**config.mk**
```make
export PLATFORM = sky130hd
export DESIGN_NAME = lgn_image_feeder
export DESIGN_NICKNAME = d
export VERILOG_FILES = /design/src/rtl/lgn_image_feeder.sv
export SDC_FILE = /design/constraint.sdc
export NUM_CORES = 1
export LEC_CHECK = 0
export CAP_MARGIN = 0
export CORE_UTILIZATION = 33
export DETAILED_ROUTE_END_ITERATION = 10
export PLACE_DENSITY_LB_ADDON = 0.1
export RECOVER_POWER = 100
export SKIP_CTS_REPAIR_TIMING = 1
export SYNTH_ARGS = -nofsm -noshare
export SYNTH_HDL_FRONTEND = slang
export SYNTH_SLANG_ARGS = --single-unit
```
**constraint.sdc**
```tcl
create_clock -name clk -period 3.33 [get_ports clk]
set_input_delay 0.4995 -clock clk [delete_from_list [all_inputs] [get_ports clk]]
set_output_delay 0.4995 -clock clk [all_outputs]
set_load 0.01 [all_outputs]
```
**src/rtl/lgn_image_feeder.sv**
```systemverilog
// rtl/lgn_image_feeder.sv - row-stream to byte-load feeder and result decoder for the LGN classifier
// Optional abort input is compiled in when LGN_FEEDER_ABORT_EN is defined.
module lgn_image_feeder #(
    parameter int ROW_BITS      = 28,
    parameter int ROWS          = 28,
    parameter int SETTLE_CYCLES = 2
) (
    input  logic                clk,
    input  logic                rst,
    input  logic [ROW_BITS-1:0] row_data,
    input  logic                row_valid,
    output logic                row_ready,
`ifdef LGN_FEEDER_ABORT_EN
    input  logic                abort,
`endif
    output logic                lgn_write_enable,
    output logic [7:0]          lgn_ui_in,
    input  logic [15:0]         lgn_uo_out,
    output logic                result_valid,
    input  logic                result_ready,
    output logic [3:0]          result_index,
    output logic [7:0]          result_value,
    output logic                result_error,
    output logic                busy
);
    localparam int BUF_W       = ROW_BITS + 8;
    localparam int FILL_W      = $clog2(BUF_W + 1);
    localparam int TOTAL_BYTES = ROW_BITS * ROWS / 8;

    localparam logic [FILL_W-1:0] BYTE_FILL   = FILL_W'(8);
    localparam logic [FILL_W-1:0] ROW_FILL    = FILL_W'(ROW_BITS);
    localparam logic [4:0]        ROWS_L      = 5'(ROWS);
    localparam logic [6:0]        BYTES_L     = 7'(TOTAL_BYTES);
    localparam logic [3:0]        SETTLE_LAST = 4'(SETTLE_CYCLES - 1);

    typedef enum logic [1:0] {
        S_IDLE,
        S_LOAD,
        S_SETTLE,
        S_RESULT
    } state_t;

    state_t            state;
    state_t            state_next;
    logic [BUF_W-1:0]  bit_buf;
    logic [BUF_W-1:0]  buf_shift;
    logic [BUF_W-1:0]  buf_next;
    logic [FILL_W-1:0] fill;
    logic [FILL_W-1:0] fill_after;
    logic [FILL_W-1:0] fill_next;
    logic [4:0]        rows_accepted;
    logic [6:0]        bytes_sent;
    logic [3:0]        settle_cnt;
    logic              armed;
    logic              accept;
    logic              emit;
    logic              capture;
    logic              release_result;
    logic              clear;
    logic              abort_hit;
    logic [3:0]        dec_index;
    logic              dec_bad;

`ifdef LGN_FEEDER_ABORT_EN
    assign abort_hit = abort && (state == S_LOAD || state == S_SETTLE);
`else
    assign abort_hit = 1'b0;
`endif

    // armed keeps row_ready low until the first clock edge after reset releases
    assign row_ready = armed && (state == S_IDLE || state == S_LOAD) && (fill < BYTE_FILL)
                       && (rows_accepted < ROWS_L) && !abort_hit;
    assign accept         = row_valid && row_ready;
    assign emit           = (state == S_LOAD) && (fill >= BYTE_FILL) && !abort_hit;
    assign capture        = (state == S_SETTLE) && (settle_cnt == SETTLE_LAST) && !abort_hit;
    assign release_result = (state == S_RESULT) && result_ready;
    assign clear          = abort_hit || release_result;
    assign busy           = (state != S_IDLE);

    // Buffer is MSB-aligned: oldest pixel at the top, bits below fill kept zero
    always_comb begin
        buf_shift  = bit_buf;
        fill_after = fill;
        if (emit) begin
            buf_shift  = bit_buf << 8;
            fill_after = fill - BYTE_FILL;
        end
        buf_next  = buf_shift;
        fill_next = fill_after;
        if (accept) begin
            buf_next  = buf_shift | ({row_data, 8'h00} >> fill_after);
            fill_next = fill_after + ROW_FILL;
        end
    end

    always_comb begin
        dec_index = 4'hF;
        dec_bad   = 1'b0;
        case (lgn_uo_out[6:0])
            7'h3F:   dec_index = 4'd0;
            7'h06:   dec_index = 4'd1;
            7'h5B:   dec_index = 4'd2;
            7'h4F:   dec_index = 4'd3;
            7'h66:   dec_index = 4'd4;
            7'h6D:   dec_index = 4'd5;
            7'h7C:   dec_index = 4'd6;
            7'h07:   dec_index = 4'd7;
            7'h7F:   dec_index = 4'd8;
            7'h67:   dec_index = 4'd9;
            default: dec_bad   = 1'b1;
        endcase
    end

    always_comb begin
        state_next = state;
        case (state)
            S_IDLE:   if (accept) state_next = S_LOAD;
            S_LOAD:   if (bytes_sent == BYTES_L) state_next = S_SETTLE;
            S_SETTLE: if (capture) state_next = S_RESULT;
            S_RESULT: if (result_ready) state_next = S_IDLE;
            default:  state_next = S_IDLE;
        endcase
        if (abort_hit) state_next = S_IDLE;
    end

    always_ff @(posedge clk or posedge rst) begin
        if (rst) state <= S_IDLE;
        else     state <= state_next;
    end

    always_ff @(posedge clk or posedge rst) begin
        if (rst) begin
            armed            <= 1'b0;
            bit_buf          <= '0;
            fill             <= '0;
            rows_accepted    <= '0;
            bytes_sent       <= '0;
            settle_cnt       <= '0;
            lgn_write_enable <= 1'b0;
            lgn_ui_in        <= 8'h00;
            result_valid     <= 1'b0;
            result_index     <= 4'h0;
            result_value     <= 8'h00;
            result_error     <= 1'b0;
        end else begin
            armed            <= 1'b1;
            lgn_write_enable <= emit;
            lgn_ui_in        <= emit ? bit_buf[BUF_W-1 -: 8] : 8'h00;
            if (clear) begin
                bit_buf       <= '0;
                fill          <= '0;
                rows_accepted <= '0;
                bytes_sent    <= '0;
            end else begin
                bit_buf <= buf_next;
                fill    <= fill_next;
                if (accept && rows_accepted != ROWS_L) rows_accepted <= rows_accepted + 5'd1;
                if (emit) bytes_sent <= bytes_sent + 7'd1;
            end
            if (state == S_SETTLE && !capture && !abort_hit) settle_cnt <= settle_cnt + 4'd1;
            else                                             settle_cnt <= '0;
            if (capture) begin
                result_valid <= 1'b1;
                result_index <= dec_index;
                result_value <= lgn_uo_out[15:8];
                result_error <= dec_bad | ~lgn_uo_out[7];
            end else if (release_result) begin
                result_valid <= 1'b0;
            end
        end
    end

endmodule

```
==> impl_metrics.json <==
{
  "maxSlewViolCount": 51,
  "wl_per_cell_um": 17.2,
  "max-cap-violations": 1,
  "grt_max_degree": 51,
  "via_per_inst": 5.21,
  "relSlewSlack_pct": -50.6,
  "worstMarginPinSlew_ps": 2250,
  "fmax_ghz": 0.365,
  "worstPathMaxFanout": 9,
  "finalSetupTns_ps": 0,
  "overflow": 0,
  "clk_pin_slew_ps": 70,
  "drtIter0Drc": 334,
  "ff2ff_path_depth": 5,
  "finalClockSkew_ps": 6.37,
  "drt_pass1_iterations": 5,
  "cts_buffer_depth": 2,
  "hold_class": "reg -> reg",
  "die-area_um2": 14800,
  "coreArea_um2": 13900,
  "cts_buffers": 9,
  "drtAntennaViolNets": 0,
  "r2r-end": "bit_buf[23]",
  "ys_ff_latch": 82,
  "p_leak_nw": 2.41,
  "synth.distinct_cells": 65,
  "violations": "capacitance limit, slew limit",
  "rsz0062_at_grt": "false",
  "min_delay_path_depth": 2,
  "synth_edf_count": 0,
  "cp.arrival_ps": 2990,
  "start_kind": "flip-flop",
  "routed_wl_um": 13100,
  "ys_seq_area_share_pct": 43.4,
  "min_period_ps": 2740,
  "p_per_area_nw_per_um2": 388,
  "layout-drive-gt1-share_pct": 8.09,
  "power.total_mw": 2.28,
  "synth_ff_type": "dfrtp_1",
  "die_h_um": 122,
  "hp-start": "result_value[6]",
  "io_pins": 73,
  "rr_startpoint": "fill[3]",
  "final_cell_mix": "95 x nand2_1, 82 x dfrtp_1, 49 x nor2_1",
  "path_class": "reg -> reg",
  "status": "finished, violations left",
  "grt_pass1_vias": 3936,
  "root_buffer": "clkbuf_16",
  "num_antenna_cells": 0,
  "hold_viol": 0,
  "ir_drop_mv": 0.373,
  "syn_nets": 573,
  "yosysWarnings": 0,
  "worstPathRequired_ps": 3580,
  "worst_setup_path_end_kind": "flip-flop",
  "rows": 43,
  "cts_tree": "yes",
  "r2r_slack_ps": 590,
  "initial_core_util_pct": 33.9,
  "areaGrowthSynthToFinish_pct": 24.7,
  "track_usage_pct": 18.8,
  "port_buffers": 72,
  "cts.sinks": 82,
  "num_vias": 3966,
  "synthCells": 514,
  "nets": 635,
  "layout_commonest_cell": "nand2_1",
  "clk_latency_ps": 350,
  "finalWeightedCongestion": 0.831,
  "hpwl_um": 9080,
  "drc": 0,
  "die_w_um": 122,
  "finalCritPeriodShare_pct": 82.4,
  "async_flop_share_pct": 100,
  "hold_path_end": "result_value[6]",
  "antenna_found_initial": 0,
  "htreeDepth": 3,
  "grt_pass1_wl_um": 21100,
  "syn_avg_cell_area_um2": 9.19,
  "setup_viol": 0,
  "mappedNetlistArea_um2": 4720
}
[final cells by class]
class                   instances  area, µm²
fillers                      1384       8050
multi-input cells             385       2420
flip-flops and latches         82       2050
repair buffers                 85        800
clock buffers                  11        253
well taps                     180        225
clock inverters                 5       85.1
inverters                      13       50.0
[state kept, by name (all words and copies together) (netlist names)]
name / cells
result_error: 1
bit_buf: 36
lgn_ui_in: 8
settle_cnt: 4
lgn_write_enable: 1
bytes_sent: 7
result_index: 4
result_valid: 1
fill: 4
rows_accepted: 5
result_value: 8
state: 2
armed: 1
[critical path, cell delays in order, from the launching register on]
cell and delay [ps]:
dfrtp_1 490, or3_1 500, nand4b_1 640, nor3_2 760
nand2_1 150, o221ai_1 100
[cells by family (layout without fill, tap and decap cells)]
| logic type | Yosys count | in the layout | share of synthesized area [%] |
|---|---|---|---|
| AO/OA/AOI/OAI | 117 | 117 | 17.4 |
| XOR/XNOR | 13 | 13 | 2.41 |
| adder cells (fa/ha/maj) | 11 | 11 | 2.91 |
| buffers and inverters | 47 | 114 | 4.66 |
| flip-flops | 82 | 82 | 43.4 |
| multiplexers | 37 | 37 | 8.61 |
| other | 1 | 1 | 0.0794 |
| AND/OR/NAND/NOR | 206 | 206 | 20.5 |
[cell usage after synthesis, drive strengths merged (6+ instances only)]
cell type / instances / area [µm²]
nand3b: 6 / 45.0
mux2i: 20 / 200
xor2: 9 / 78.8
nor2: 49 / 184
buf: 14 / 96.3
dfrtp: 82 / 2050
a31oi: 10 / 62.6
o21ai: 22 / 110
and3: 6 / 37.5
nand2: 96 / 368
nand2b: 8 / 50.1
nand3: 12 / 60.1
mux2: 17 / 206
a211oi: 8 / 60.1
and2: 11 / 68.8
clkbuf: 20 / 75.1
a21oi: 20 / 100
ha: 11 / 138
inv: 12 / 45.0
[stage by stage]
stage | cell area [µm²] | hold slack [ps] | std cells | utilization (%) | setup WS, ps
global placement | 5600 | 458 | 745 | 40.2 | 785
detailed placement | 5600 | 468 | 745 | 40.2 | 666
CTS | 5930 | 482 | 761 | 42.6 | 649
global route | 5890 | 493 | 761 | 42.3 | 247
finish | 5890 | 472 | 761 | 42.3 | 587
floorplan | 4720 | 453 | 514 | - | 722
[worst max path at each step]
stage	startpoint	end	cells after the start
global route	rst	bit_buf[23]	3
finish	fill[3]	bit_buf[23]	5
CTS	state[1]	row_ready	6
global placement	state[1]	bit_buf[24]	9
detailed placement	state[1]	bit_buf[25]	9
floorplan	rst	armed	1
[report_power, final]
part / switching, mW / total [mW] / internal, mW
Sequential: 0.000657 / 0.998 / 0.998
Clock: 0.431 / 1.13 / 0.702
Combinational: 0.0771 / 0.151 / 0.0743
[per-layer routing]
| metal | wire length (µm) | GRT usage, % |
|---|---|---|
| met5 | 0 | 0 |
| met4 | 196 | 5.56 |
| met3 | 659 | 4.45 |
| met2 | 6020 | 28.8 |
| met1 | 6250 | 26.1 |
Power figures use the tool's default switching activity.
